## src/rtl/avalon_rd_burst_arbiter.sv

```systemverilog
// Two-requester round-robin arbiter in front of one Avalon-MM burst read master.
// Accepted bursts are tagged in an in-order FIFO so returning beats reach their issuer.
module avalon_rd_burst_arbiter #(
    parameter int AW          = 17,
    parameter int DW          = 16,
    parameter int MAX_PENDING = 4
) (
    input  logic                           clk,
    input  logic                           reset,
    input  logic [AW-1:0]                  rq0_address,
    input  logic                           rq0_read,
    input  logic [5:0]                     rq0_burstcount,
    output logic                           rq0_waitrequest,
    output logic                           rq0_readdatavalid,
    input  logic [AW-1:0]                  rq1_address,
    input  logic                           rq1_read,
    input  logic [5:0]                     rq1_burstcount,
    output logic                           rq1_waitrequest,
    output logic                           rq1_readdatavalid,
    output logic [DW-1:0]                  rq_read_data,
    output logic [AW-1:0]                  avalon_rd_address,
    output logic                           avalon_rd_read,
    output logic [5:0]                     avalon_rd_burstcount,
    input  logic                           avalon_rd_waitrequest,
    input  logic                           avalon_rd_readdatavalid,
    input  logic [DW-1:0]                  avalon_rd_readdata,
    output logic [$clog2(MAX_PENDING):0]   pending,
    output logic                           err_unexpected
);

    localparam int PW = $clog2(MAX_PENDING);
    localparam logic [PW:0] FULL_LVL = (PW+1)'(MAX_PENDING);

    typedef enum logic [1:0] {IDLE, BUSY0, BUSY1} state_t;

    state_t          state, state_n;
    logic            last_grant;
    logic [PW-1:0]   wr_ptr, rd_ptr;
    logic [PW:0]     count, level_after;
    logic            id_mem [MAX_PENDING];
    logic [5:0]      bc_mem [MAX_PENDING];
    logic [5:0]      beat_cnt, beat_rem;
    logic            full, empty, push, pop, sel1;
    logic            cur_read, other_read, cur_wait, head_id, beat_ok;

    assign full  = (count == FULL_LVL);
    assign empty = (count == '0);
    assign sel1  = (state == BUSY1);

    assign avalon_rd_address    = sel1 ? rq1_address    : rq0_address;
    assign avalon_rd_burstcount = sel1 ? rq1_burstcount : rq0_burstcount;
    assign cur_read             = sel1 ? rq1_read       : rq0_read;
    assign other_read           = sel1 ? rq0_read       : rq1_read;

    // Post-push level is taken against the pre-pop count: a same-cycle pop never frees a slot early.
    assign level_after = count + {{PW{1'b0}}, push};

    always_comb begin
        state_n        = state;
        avalon_rd_read = 1'b0;
        cur_wait       = 1'b1;
        push           = 1'b0;
        case (state)
            IDLE: begin
                if (!full && (rq0_read || rq1_read)) begin
                    if (rq0_read && (!rq1_read || last_grant))
                        state_n = BUSY0;
                    else
                        state_n = BUSY1;
                end
            end
            BUSY0, BUSY1: begin
                cur_wait = avalon_rd_waitrequest;
                if (!cur_read) begin
                    state_n = IDLE;
                end else begin
                    if (avalon_rd_burstcount == 6'd0) begin
                        cur_wait = 1'b0;
                    end else begin
                        avalon_rd_read = 1'b1;
                        push           = !avalon_rd_waitrequest;
                    end
                    if (avalon_rd_burstcount == 6'd0 || push) begin
                        if (level_after == FULL_LVL)
                            state_n = IDLE;
                        else if (other_read)
                            state_n = sel1 ? BUSY0 : BUSY1;
                        else
                            state_n = state;
                    end
                end
            end
            default: state_n = IDLE;
        endcase
    end

    assign rq0_waitrequest = (state == BUSY0) ? cur_wait : 1'b1;
    assign rq1_waitrequest = (state == BUSY1) ? cur_wait : 1'b1;

    assign head_id  = id_mem[rd_ptr];
    assign beat_rem = (beat_cnt == 6'd0) ? bc_mem[rd_ptr] : beat_cnt;
    assign beat_ok  = avalon_rd_readdatavalid && !empty;
    assign pop      = beat_ok && (beat_rem == 6'd1);

    assign rq_read_data      = avalon_rd_readdata;
    assign rq0_readdatavalid = beat_ok && !head_id;
    assign rq1_readdatavalid = beat_ok && head_id;
    assign pending           = count;

    always_ff @(posedge clk or posedge reset) begin
        if (reset) begin
            state          <= IDLE;
            last_grant     <= 1'b1;
            wr_ptr         <= '0;
            rd_ptr         <= '0;
            count          <= '0;
            beat_cnt       <= '0;
            err_unexpected <= 1'b0;
        end else begin
            state <= state_n;
            if (push) begin
                last_grant <= sel1;
                wr_ptr     <= wr_ptr + PW'(1);
            end
            if (pop)
                rd_ptr <= rd_ptr + PW'(1);
            if (push && !pop)
                count <= count + (PW+1)'(1);
            else if (pop && !push)
                count <= count - (PW+1)'(1);
            if (beat_ok)
                beat_cnt <= beat_rem - 6'd1;
            if (avalon_rd_readdatavalid && empty)
                err_unexpected <= 1'b1;
        end
    end

    always_ff @(posedge clk) begin
        if (push) begin
            id_mem[wr_ptr] <= sel1;
            bc_mem[wr_ptr] <= avalon_rd_burstcount;
        end
    end

endmodule

```

## config.mk

```make
export PLATFORM = sky130hd
export DESIGN_NAME = avalon_rd_burst_arbiter
export DESIGN_NICKNAME = d
export VERILOG_FILES = /design/src/rtl/avalon_rd_burst_arbiter.sv
export SDC_FILE = /design/constraint.sdc
export NUM_CORES = 1
export LEC_CHECK = 0
export CORE_MARGIN = 5
export CORE_UTILIZATION = 43
export CTS_CLUSTER_DIAMETER = 50
export DETAILED_ROUTE_END_ITERATION = 10
export MAX_ROUTING_LAYER = met4
export PLACE_DENSITY_LB_ADDON = 0.15
export SLEW_MARGIN = 15
export SYNTH_ARGS = -nofsm -noshare
export SYNTH_HDL_FRONTEND = slang
export SYNTH_SLANG_ARGS = --single-unit
```

## constraint.sdc

```tcl
create_clock -name clk -period 3.9 [get_ports clk]
set_input_delay 0.585 -clock clk [delete_from_list [all_inputs] [get_ports clk]]
set_output_delay 0.585 -clock clk [all_outputs]
set_load 0.02 [all_outputs]
```

Yosys cells after proc, flatten, opt, wreduce, memory -nomap -nowiden
Memory sizes are Yosys's and may differ from the RTL's.
Index checks and enable logic that the tools add are counted.

word-level totals
  register bits = 17
  memory bits (writable) = 28
  input port bits = 68
  output and inout port bits = 48
  logic and storage cells = 79
  memories = 2

operators by class
  $add $sub $neg = 6
  eq/ne operators = 8
  multiplexer cells = 30
  reduce and logical (&&, ||, !) cells = 26

memories
  name    words  width  read ports  clocked after memory_dff  write ports  RTL line  source
  bc_mem  4      6      1           0                         1            41        logic [5:0] bc_mem [MAX_PENDING];
  id_mem  4      1      1           0                         1            40        logic id_mem [MAX_PENDING];

operators by type and width
  cell                                                                number
  1-bit two-way mux                                                   17
  17-bit two-way mux                                                  1
  2-bit two-way mux                                                   7
  6-bit logical NOT                                                   2
  6-bit two-way mux                                                   2
  1-bit logical AND                                                   9
  1-bit logical NOT                                                   7
  3-bit == test, second input constant                                2
  6-bit by 1-bit == test with 1-bit output, second input constant     1
  3-bit two-way mux                                                   2
  6-bit by 1-bit subtractor with 6-bit output, second input constant  1
  2-bit by 1-bit adder with 2-bit output, second input constant       2
  4-bit != test, second input constant                                1
  2-bit case mux with 2 select lines                                  1
  3-bit by 1-bit adder with 3-bit output                              1
  3-bit by 1-bit adder with 3-bit output, second input constant       1
  3-bit logical NOT                                                   1
  1-bit logical OR                                                    3
  3-bit != test, second input constant                                1
  3-bit AND reduction                                                 1
  3-bit by 1-bit subtractor with 3-bit output, second input constant  1
  2-bit by 1-bit == test with 1-bit output, second input constant     1
  2-bit == test, second input constant                                1
  2-bit logical NOT                                                   1
  other kinds (3)                                                     3

Logic depth before layout (Yosys ltp)
Gate-level depths: netlist of run 1.

  depth after elaboration = 14
  mapped depth = 14
  gate-level depth less buffers = 13

Worst setup path before layout of run 1
OpenSTA, ideal clock, no wires.

  path type = input to register
  start = input rq1_burstcount[2]
  end = register state[1]
  setup time = 128 ps
  data arrival time = 3539 ps
  data required time = 3772 ps
  path slack = 233 ps
  stages on the path = 12
  buffers on the path = 1
  cell sequence = or4_1 nor3_1 a211oi_1 nor2b_1 buf_2 ha_1 ha_1 xnor2_1 o311ai_0 o21ai_0 a221oi_2 mux2_1

on the way
  word-level cells in the longest chain between the ends = 13
  elaborated cells on any way between the ends = 17
  those cells by class = 1 x add/sub; 3 x eq/ne; 10 x mux; 3 x reduce/logical

RTL lines
  item                                        RTL line  source
  start, declared                             17        input logic [5:0] rq1_burstcount,
  6-bit two-way mux (*)                       51        assign avalon_rd_burstcount = sel1 ? rq1_burstcount : rq0_burstcount;
  6-bit logical NOT (*)                       77        if (avalon_rd_burstcount == 6'd0) begin
  1-bit two-way mux (*)                       77
  1-bit two-way mux (*)                       74        if (!cur_read) begin
  1-bit two-way mux (*)                       63        case (state)
  1-bit two-way mux (*)                       74
  1-bit two-way mux (*)                       63
  via push                                    43        logic full, empty, push, pop, sel1;
  3-bit by 1-bit adder with 3-bit output (*)  56        assign level_after = count + {{PW{1'b0}}, push};
  3-bit == test (*)                           84        if (level_after == FULL_LVL)
  2-bit two-way mux                           84
  2-bit two-way mux                           83        if (avalon_rd_burstcount == 6'd0 || push) begin
  2-bit two-way mux                           74
  2-bit case mux with 2 select lines          63
  end signal, assigned                        120       state <= state_n;
  end, declared                               36        state_t state, state_n;

The timed path passes the listed nets; every way through them passes the cells marked *. The select of a mux whose other input is x is not followed.
A chain may end at the register's enable or synchronous reset.

Worst setup path after layout of run 1
  start = input rq0_burstcount[4]
  end = register state[1]

on the way
  word-level cells in the longest chain between the ends = 13
  elaborated cells on any way between the ends = 17
  those cells by class = 1 x add/sub; 3 x eq/ne; 10 x mux; 3 x reduce/logical

RTL lines
  item                                    RTL line  source
  start, declared                         12        input logic [5:0] rq0_burstcount,
  6-bit two-way mux (*)                   51
  6-bit logical NOT (*)                   77, 83
  1-bit two-way mux                       77
  1-bit two-way mux                       74
  1-bit two-way mux                       63
  1-bit two-way mux                       74
  1-bit two-way mux                       63
  3-bit by 1-bit adder with 3-bit output  56
  3-bit == test                           84
  2-bit two-way mux                       84
  2-bit two-way mux                       83
  2-bit two-way mux                       74
  2-bit case mux with 2 select lines      63

Mark *: on every way between the ends. The rest lies on a longest branch, timed or not. The select of a mux whose other input is x is not followed.

==> impl.org, run 1 <==
** Floorplan
- Height of the chip :: 89.4 um
- Pin placement for this block handled 116 I/O pins.
- Die Width :: 89.4 um
- Starting density of the core :: 43.4%
- Floorplan die area :: 7990 um^2
- Core region area :: 6240 um^2
- Placement Rows :: 29

** Clock tree
- Number of buffers created by CTS :: 5
- Maximum clock insertion buffer count :: 2
- Clock slew seen by the registers of the worst setup and hold paths :: 90 ps
- Quantity of hold-fixing buffers added after cts :: 0
- The root buffer cell chosen for the clock tree is clkbuf_8.
- Insertion delay to the later sink of the worst-skew pair :: 300 ps
- Clock H-tree levels :: 2
- CTS tree :: done
- The clock drives 45 sinks.

** Finish
- The net count of the finished layout is 370.
- The number of antenna diodes in the final layout is 0.
- Layout cells sized above 1 :: 17.0%
- Area growth from synthesis to layout :: 34.2%
- After routing the design area is 3640 um^2.
- Cells fill 58.3% of the core in the end.

** Yosys
- Summing the areas of all fa, ha and maj instances in the mapped netlist gives 6.74% of the synthesized area.
- Share of the yosys chip area belonging to registers :: 46.8%
- The synthesized netlist devotes 2.59% of its cell area to XOR and XNOR gates.
- Synthesis inferred 45 register bits.
- Multiplexer fraction of the synthesized cell area :: 18.2%
- Share of synthesized cell area in and, or, nand and nor gates :: 9.15%
- Area fraction in compound gates after synthesis :: 8.82%
- The synthesized design devotes to its leading area cell type 31.0% of total area.
- After synthesis, the share of flip-flops with an asynchronous set or reset is 37.8%.
- Top cells by area in the synthesized netlist :: edfxtp_1 31%, dfrtp_1 15%, mux2_2 10%
- Counting flops with a built-in enable in the synthesized netlist gives 28.
- In the synthesized netlist, the number of instances is 214.
- Yosys printed 0 warnings.
- Combinational family with the most area after synthesis :: multiplexers
- The most used flip-flop cell after synthesis is edfxtp_1.
- Netlist area before placement :: 2710 um^2
- Mean Syn Cell Area :: 12.7 um^2
- Mapped Nets :: 296
- Unique masters post-synth :: 51
- Largest area contributor in the netlist :: edfxtp_1

** Drt
- Number of violations reported at the end of detailed-routing iteration 0 :: 73
- The routed layout has 1917 vias.
- Vias per inst :: 5.24
- Drt pass-1 iters :: 4
- In the routed design, unresolved DRC markers number 0.
- Dividing the detail-routed wire length by the instance count gives 17.0 um.
- DRT Wirelength :: 6220 um
- Post-DRT Antenna Nets :: 0

** GRT
- Vias in the first global route :: 2010
- The first global-routing pass estimated 10100 um of wire.
- For this run the aggregate overflow at the end of global routing stands at 0.
- Global Route Usage Sum :: 17.3%
- The number of antenna violations at the first check in global routing came to 0.
- GR Util met1 :: 22.3%
- In this run the most used layer during global routing was met2.
- For this run, global-route usage on met3 was measured as 4.98%.
- Met2 global-route usage :: 27.7%
- Largest net degree at the start of global routing :: 18

** Timing
- The final max-slew violation count came to 0.
- Setup repair after global routing left no endpoint under its margin.
- Maximum clock frequency :: 280 MHz
- Final setup violation count :: 0
- Clock period minus final worst setup slack :: 3570 ps
- At the pin with the least slew margin, the transition time is 680 ps.
- Final clock period utilization by the worst path :: 91.5%
- For the final routed database, the setup TNS stands at 0 ps.
- Final hold violations :: 0
- Measured against its own limit, the worst slew margin works out to 54.6%.
- Clock tree skew after final layout :: 6.23 ps

** Power
- IR Drop Worst-Case VDD :: 0.391 mV
- Overall power consumption after layout is estimated at 2.41 mW.
- Pwr/cell area :: 663 nW/um^2
- Static leakage power :: 1.38 nW

** Worst setup path
- Among all stages on the critical path, the largest delay is contributed by or4_1.
- For the worst flop-to-flop path, the logic depth is 12.
- The worst setup path is launched from a primary input.
- Data on the critical path is required at its endpoint by 4090 ps.
- Register-to-Register Setup Slack :: 520 ps
- In this run the worst path has a maximum fanout of 2.
- Counting buffers and inverters, the worst setup path is 12 cells deep.
- Critical path, cell by cell :: clkdlybuf4s50_1 -> or4_1 -> nor4_1 -> a211oi_1 -> nor2b_1 -> ha_1 -> ha_1 -> xnor2_1 -> o311ai_1 -> o21ai_0 -> a221oi_2 -> mux2_1
- STA classifies the critical path endpoint as a flip-flop.
- Type of the setup path with the least slack :: primary input to flip-flop
- Arr. time, crit path :: 3750 ps
- CP max stage delay :: 530 ps
- Crit-path most repeated cell :: ha_1
- Among cell families on the critical path, the largest total delay comes from simple AND/OR/NAND/NOR gates.
- Together, buffers and inverters on the worst path number 1.

** Placement
- Routability-driven placement congestion ratio :: 0.765
- Post-place instance area :: 3520 um^2
- IO Port Bufs :: 83
- Detailed Place HPWL :: 5000 um

** Job
- Number of max-capacitance violations reported :: 0

** Worst hold path
- Along the worst hold path, the cell count comes to 1.
- Path type of the worst min-delay path :: flip-flop to flip-flop

** Status
- Outcome :: completed
## through the flow
stage          cells  hold slack (ps)  setup slack, ps
2_1_floorplan    214              469              233
3_3_place_gp     358              437             13.2
3_5_place_dp     358              471             -102
4_1_cts          366              492              219
5_1_grt          366              508             66.9
6_report         366              481              333
## placed cells by master (no fill, tap or decap), types with 3 or more instances in the layout
master and count:
clkdlybuf4s50_1 83, mux2i_1 4, nor2b_1 4, xor2_1 3
mux2_1 3, a21oi_1 5, buf_4 7, clkbuf_8 5
ha_1 13, mux4_1 4, dfrtp_1 16, mux2_2 24
inv_1 10, xnor2_1 5, nor2_1 7, and2_1 6
o21ai_0 8, nand2b_1 3, nand2_1 9, edfxtp_1 28
## synthesized netlist by cell type, drive strengths merged (5+ instances only)
| library cell | n |
|---|---|
| a21oi | 5 |
| inv | 10 |
| dfrtp | 16 |
| xnor2 | 5 |
| o21ai | 9 |
| mux2 | 27 |
| and2 | 7 |
| nor2 | 7 |
| nand2 | 9 |
| edfxtp | 28 |
| mux4 | 6 |
| ha | 13 |
| buf | 23 |
## worst paths after layout
path                                        start        endpoint
worst max-delay path            rq0_burstcount[4]        state[1]
worst min-delay path               err_unexpected  err_unexpected
worst max register to register           state[0]        state[1]
worst min register to register     err_unexpected  err_unexpected
max in group asynchronous                   reset     beat_cnt[3]
min in group asynchronous                   reset      pending[2]
## report_power, final
part | total [mW] | internal (mW) | switching (mW)
logic | 1.27 | 0.642 | 0.628
clock network | 0.360 | 0.195 | 0.165
registers | 0.782 | 0.650 | 0.132
total | 2.41 | 1.49 | 0.925
## state kept, by name, indices dropped and copies added (netlist names)
signal	count
bc_mem	24
beat_cnt	6
err_unexpected	1
id_mem	4
last_grant	1
pending	3
rd_ptr	2
state	2
wr_ptr	2
## area by class of cell
| type | count | area, um^2 |
|---|---|---|
| Fill cell | 524 | 2610 |
| Sequential cell | 45 | 1270 |
| Multi-Input combinational cell | 136 | 1230 |
| Timing Repair Buffer | 90 | 883 |
| Tap cell | 77 | 96.3 |
| Clock buffer | 5 | 68.8 |
| Clock inverter | 3 | 48.8 |
| Inverter | 10 | 37.5 |
## kinds of logic after synthesis
group	after synthesis
xor+xnor	8
buf+inv	33
simple gates	45
fa+ha+maj	14
compound gates	32
flops	45
mux	37
## routing by layer
metal | share of wire [%] | vias to the layer above | wire [um]
met5 | 0 | - | 0
met4 | 0.31 | 0 | 19
met3 | 6.5 | 4 | 406
met2 | 47 | 72 | 2950
met1 | 46 | 921 | 2850
li1 | - | 920 | -
## what timing repair did
item                                    CTS  global route
endpoints found under the setup margin    0             2
resized for setup                         0             1
buffers inserted                          0             0
Note: power is estimated with default switching activity, not from simulation.
==> inputs of run 2 (changes only) <==
ABC_AREA = 1   (was not set)
==> run 2 against run 1 <==
Sequential share of layout area fell by 0.31 points. Register-to-register slack improved by 270 ps. Cell count rose by 33%. Combinational power rose by 13%. Routed wire length rose by 2.5%. Synthesized area rose by 3.9%. Critical path depth fell by 2. Via count rose by 20%.
==> impl.org, run 2 <==
** Timing
- Final hold violations :: 0
- For the pin with the worst max-slew slack, the measured transition is 696 ps.
- Setup repair after global routing left no endpoint under its margin.
- Counting I/O delays and the setup requirement, the final critical path takes 3320 ps.
- Clock tree skew after final layout :: 5.23 ps
- Maximum clock frequency :: 301 MHz
- The final max-slew violation count came to 0.
- Normalized max-slew margin :: 53.6%
- Summed over all failing endpoints, the final setup total negative slack is 0 ps.
- Final clock period utilization by the worst path :: 85.2%
- Final setup violation count :: 0

** Finish
- From synthesis to final layout, the design area changed by 30.4%.
- The largest registers in the layout are bc_mem (24), beat_cnt (6), id_mem (4).
- Counting flops per register, the top entry is bc_mem.
- Most frequent cells in the layout :: 127 x nand2_1, 83 x clkdlybuf4s50_1, 38 x inv_1
- The count of cells in the finished layout, fillers not included, comes to 486.
- Diode insertion count for antenna repair :: 0
- The register with the most flip-flops in the layout has 24 of them.
- Leaving out fill and tap cells, the most frequent cell in the layout is nand2_1.
- Cells with a size suffix above 1 make up 7.58% of the layout.
- At the end of the flow, the number of nets in the layout was 490.

** Clock tree
- Post-CTS setup buffers :: 0
- Cell chosen for the clock root :: clkbuf_8
- The clock reaches the later pin of the worst-skew pair after 300 ps.
- Number of buffers created by CTS :: 5
- Clock slew seen by the registers of the worst setup and hold paths :: 90 ps
- In this run the deepest clock path goes through 2 buffers.
- The tree built by TritonCTS fans out to 45 sinks.
- Clock H-tree levels :: 2
- Post-CTS repair changed the size of 0 cells.
- CTS tree :: done
- For this design, the CTS-stage hold fixing added 0 buffers.

** Worst setup path
- Tracing the worst setup path back leads to its startpoint at state[0].
- Maximum fanout encountered on the critical timing path :: 26
- CP startpoint kind :: flip-flop
- Worst setup EP type :: primary output
- Count of cells along the worst register-to-register path :: 22
- Type of the setup path with the least slack :: flip-flop to primary output
- For the worst setup path, the data arrival time is 2740 ps.
- The startpoint identified for the worst register-to-register timing path is state[0].
- For the worst setup path, the data required time is 3310 ps.

** Worst hold path
- Path type of the worst min-delay path :: flip-flop to flip-flop
- The startpoint identified for the worst hold timing path is err_unexpected.
- Hold path depth :: 1

** Floorplan
- The floorplan step defined a die boundary enclosing 8260 um^2.
- The die is 90.9 um tall.
- Row generation in the floorplan step produced 29 rows.
- IO Pins :: 116
- Measured along the x axis, the die boundary spans 90.9 um.
- Starting density of the core :: 44.3%
- The total area inside the core boundary comes to 6350 um^2.

** Yosys
- Unique masters post-synth :: 37
- The commonest cells after synthesis are 127 x nand2_1, 38 x inv_1, 28 x edfxtp_1.
- When the netlist entered floorplanning its net count stood at 423.
- The largest total area in the synthesized netlist belongs to edfxtp_1.
- Share of the yosys chip area belonging to registers :: 45.0%
- Leading register cell type out of synthesis :: edfxtp_1
- Yosys attributes the largest share of cell area to edfxtp_1 30%, nand2_1 17%, dfrtp_1 14%.
- Mean Syn Cell Area :: 8.25 um^2
- Netlist area before placement :: 2810 um^2
- Synthesis produced 341 cells.
- Number of warnings reported in the yosys synthesis log :: 0
- Share of the synthesized area in the top cell type :: 29.9%
- Count of state elements after synthesis :: 45
- Number of enable-type register cells in the synthesized netlist :: 28
- For this run, asynchronously set or reset flops after synthesis account for 37.8%.
- Most repeated cell in the gate-level netlist after synthesis :: nand2_1

** Drt
- In this run, the number of DRC markers left after iteration 0 of detailed routing was 65.
- In this run the remaining antenna-violating nets after routing total 0.
- The final layout contains routed wiring with a total length of 6380 um.
- Vias per inst :: 4.71
- Routed wire length per instance :: 13.1 um
- The first TritonRoute pass finished after 4 iterations.
- Total via count in the routed design :: 2291
- Residual DRC count :: 0

** Status
- The run finished with clean final reports.

** GRT
- Largest net degree at the start of global routing :: 27
- The number of antenna violations at the first check in global routing is 0.
- The via count of the first global-routing pass was 2249.
- Global routing used 16.4% of the available tracks.
- Wire length of the first global-routing pass :: 10700 um
- For this run the aggregate overflow at the end of global routing stands at 0.

** Power
- For this design the static power due to leakage is 1.65 nW.
- Pwr/cell area :: 685 nW/um^2
- VDD sags by at most 0.395 mV.

** Placement
- The wire-length estimate of the detail-placed layout is 5110 um.
- Input and output buffers added on the ports amount to 83.
- Routability-driven placement congestion ratio :: 0.791
- The number of placed instances, taps included, is 478.

** Job
- The tool flagged a number of max-cap violations equal to 0.
==> run 2: cell types whose count changed after synthesis, moves of 6 or more <==
| cell | previous run | this run |
|---|---|---|
| nand2_2 | 0 | 6 |
| nor2_1 | 7 | 18 |
| inv_1 | 10 | 38 |
| nand2_1 | 9 | 127 |
| and2_1 | 6 | 0 |
| nand3_1 | 2 | 26 |
| mux2_2 | 24 | 0 |
==> run 2: kinds of logic after synthesis <==
group | Yosys count | share of synthesized area [%]
AO/OA/AOI/OAI | 21 | 5.02
AND/OR/NAND/NOR | 187 | 28.6
flip-flops | 45 | 45.0
adder cells (fa/ha/maj) | 14 | 6.49
XOR/XNOR | 7 | 2.45
buffers and inverters | 67 | 12.4
==> run 2: final timing paths <==
| kind | endpoint | slack (ps) |
|---|---|---|
| setup / recovery | rq0_waitrequest | 580 |
| hold / removal | err_unexpected | 480 |
| setup reg to reg | state[0] | 790 |
| hold reg to reg | err_unexpected | 480 |
| max in group asynchronous | rd_ptr[1] | 2780 |
| min in group asynchronous | beat_cnt[5] | 680 |
==> run 2: final cells by class <==
type,count,area (um^2)
fill,577,2680
sequential,45,1270
multi-input combinational,229,1200
timing repair buffer,84,838
inverter,43,171
tap,77,96.3
clock buffer,5,68.8
clock inverter,3,28.8
==> run 2: where the power goes <==
group,leakage [nW],total (mW),internal (mW),switching (mW)
combinational,1.15,1.44,0.581,0.854
sequential,0.449,0.767,0.660,0.107
clock,0.0511,0.312,0.135,0.176
total,1.65,2.51,1.38,1.14
==> run 2: routing by layer <==
metal	track usage, %	wire [um]	part of all wire (%)
met1	20.2	2660	42
met5	-	0	0
met3	3.42	321	5.0
met2	28.2	3370	53
met4	3.06	24	0.38
==> run 2: worst max-delay path, cell delays in order, from the launching register on <==
cell and delay, ps:
dfrtp_1 430, inv_1 100, ha_1 300, buf_4 330, nand2_1 80, nand2_1 180
nor2_1 70, nand4_1 130, o21ai_0 110, nand2_1 90, clkdlybuf4s50_1 620
==> run 2: metrics by stage <==
stage	worst slack [ps]	area [um^2]	hold WS [ps]	utilization, %	total power, mW
6_report	577	3670	479	57.8	2.51
5_1_grt	230	3670	522	57.8	2.75
4_1_cts	560	3670	480	57.8	2.54
3_5_place_dp	770	3570	458	56.2	2.23
3_3_place_gp	886	3570	459	56.2	2.21
2_1_floorplan	1070	2810	466	-	1.76
==> inputs of run 3 (changes only) <==
CORE_UTILIZATION = 47   (was 43)
CTS_CLUSTER_SIZE = 10   (was not set)
clock period = 4.1 ns   (was 3.9 ns; I/O delays follow)
==> run 3 against run 2 <==
Cell count is 0.41% lower. Die area is 7.6% lower. Sequential power is 4.4% lower. Clock power is 12% lower. Flip-flop and latch count stayed put. Power is 5.5% lower. Clock-buffer cell count stayed put. Combinational power is 5% lower. Via count is 1.0% higher. Critical path type unchanged. Largest power group unchanged.
==> impl.org, run 3 (same netlist as run 2, synthesis figures left out) <==
** Worst setup path
- In this run the worst path has a maximum fanout of 26.
- For the worst setup path, the data arrival time is 2740 ps.
- The worst setup path is launched from a flip-flop.
- Type of the setup path with the least slack :: flip-flop to primary output
- Required arrival time at the worst endpoint :: 3480 ps
- The worst setup path is captured at a primary output.

** Finish
- Layout cells sized above 1 :: 7.58%
- Top flop regs :: bc_mem (24), beat_cnt (6), id_mem (4)
- The final layout contains 490 nets.
- Largest Register :: bc_mem
- The sequential cells in the finished layout cover a total of 1270 um^2.
- Max FFs per register :: 24
- The finished layout holds 484 standard cells, fillers aside.
- The number of antenna diodes in the final layout is 0.
- Final-layout fill cell count :: 540
- The library cell used most frequently in the layout, excluding fill and tap cells, is nand2_1.
- Relative to the synthesized area, the layout overhead comes to 30.0%.
- In the layout the commonest cells are 127 x nand2_1, 83 x clkdlybuf4s50_1, 38 x inv_1.
- Area used by multi-input combinational logic :: 1200 um^2

** Drt
- Routed wire length per instance :: 13.5 um
- Post-DRT Antenna Nets :: 0
- The final layout contains routed wiring with a total length of 6510 um.
- The detailed router placed 2314 vias in this run.
- For this run, design rule violations remaining after detail routing come to 0.
- The first TritonRoute pass finished after 4 iterations.
- Vias per inst :: 4.78
- Number of violations reported at the end of detailed-routing iteration 0 :: 111

** Clock tree
- The H-tree was split into 2 levels.
- Post-CTS timing repair inserted 0 buffers for setup.
- Clock tree synthesis found a total of 45 sinks.
- After clock tree synthesis, the clock-pin slew on the worst setup and hold paths is 90 ps.
- The tree is rooted in a clkbuf_8.
- The clock passes through at most 2 buffers.
- Number of buffers created by CTS :: 5
- Insertion delay to the later sink of the worst-skew pair :: 300 ps
- CTS tree :: done
- Buffers inserted to repair hold after CTS numbered 0.
- Post-CTS repair changed the size of 0 cells.

** Power
- Net switching is 45.2% of the power.
- Pwr/cell area :: 649 nW/um^2
- For this design the static power due to leakage is 1.65 nW.
- Summed over all nets, the switching power comes to 1.07 mW.
- Combinational Power Share :: 57.6%
- IR Drop Worst-Case VDD :: 0.319 mV
- Overall power consumption after layout is estimated at 2.37 mW.
- In this run, the clock network consumes 11.5% of the power.
- The internal power of the cells totals 1.30 mW.
- Register share of total power :: 30.9%

** Floorplan
- 116 I/O pins were placed.
- The die is 87.4 um wide.
- Floorplan die area :: 7630 um^2
- In this run the core area contains 28 standard-cell rows.
- Starting density of the core :: 47.8%
- The core region is 5890 um^2.
- Height of the chip :: 87.4 um

** GRT
- Vias in the first global route :: 2323
- The first global-routing pass estimated 10900 um of wire.
- Global Route Usage Sum :: 19.1%
- After global routing the overflow that remains totals 0.
- Entering global routing, the biggest net connects 27 pins.
- Initial antenna violation count :: 0

** Timing
- Setup total negative slack :: 0 ps
- For the final database, setup skew stands at 11.3 ps.
- For the pin with the worst max-slew slack, the measured transition is 701 ps.
- Subtracting the final worst setup slack from the clock period gives 3360 ps.
- Timing would allow up to 298 MHz.
- The final critical path takes up 81.8% of the cycle.
- The final max-slew violation count came to 0.
- Unrepaired setup endpoints after global routing :: no
- The worst pin sits at a relative slew slack of 53.2%.
- Final hold violations :: 0
- Setup violations remaining at the end of the flow were counted as 0.

** Status
- Outcome :: completed

** Job
- Number of max-capacitance violations reported :: 0

** Placement
- Routability-driven placement finished with a final weighted congestion of 0.815.
- Detailed placement finished with a half-perimeter wire length of 5180 um.
- In this run, placement finished with an instance count of 476.
- IO Port Bufs :: 83

** Worst hold path
- The min-delay analysis places its worst path in the category flip-flop to flip-flop.
-- run 3: cell types whose count changed in the layout (fill, tap and decap cells not counted) --
cell	change
inv_8	-1
clkinv_2	+1
clkinvlp_4	+1
inv_6	-1
-- run 3: routing by layer --
layer  vias to the layer above  GRT usage, %  share of wire (%)
li1                       1193             -                  -
met5                         -             -                  0
met4                         0          4.32               0.95
met3                         8          5.39                6.4
met1                      1050          22.3                 41
met2                        63          32.7                 52
-- run 3: power groups by stage --
stage,Combinational (mW),Clock [mW],Sequential [mW]
after global placement,1.37,0,0.735
after global routing,1.55,0.301,0.748
after detailed placement,1.38,0,0.741
after floorplan,0.951,0,0.722
after CTS,1.39,0.282,0.733
final,1.37,0.273,0.733
-- run 3: through the flow --
stage               hold WS, ps  setup slack (ps)  utilization (%)  cell area, um^2
finish                      476               744             62.2             3660
detailed placement          457               983             60.6             3570
global placement            455              1070             60.6             3570
global route                522               490             62.2             3660
floorplan                   466              1270                -             2810
CTS                         479               728             62.2             3660
-- run 3: area by class of cell --
cell class / count / area share, %
clock inverters: 3 / 0.581
repair buffers: 84 / 22.9
well taps: 75 / 2.56
multi-input cells: 229 / 32.7
clock buffers: 5 / 1.88
inverters: 43 / 4.69
flip-flops and latches: 45 / 34.6
-- run 3: critical path: stages, from the launching register on --
cell             delay [ps]
dfrtp_1                 410
inv_1                    80
ha_1                    280
buf_4                   250
nand2_1                  90
nand2_1                 140
nor2_1                  140
nand4_1                 140
o21ai_0                 230
nand2_1                 100
clkdlybuf4s50_1         560
-- run 3: path summary, 6_finish.rpt --
kind | from | to | slack [ps] | cells past startpoint
setup / recovery | state[0] | rq0_waitrequest | 740 | 10
hold / removal | err_unexpected | err_unexpected | 480 | 1
setup reg to reg | state[0] | state[0] | 1000 | 22
hold reg to reg | err_unexpected | err_unexpected | 480 | 1
max in group asynchronous | reset | beat_cnt[0] | 2940 | 2
min in group asynchronous | reset | wr_ptr[1] | 720 | 2
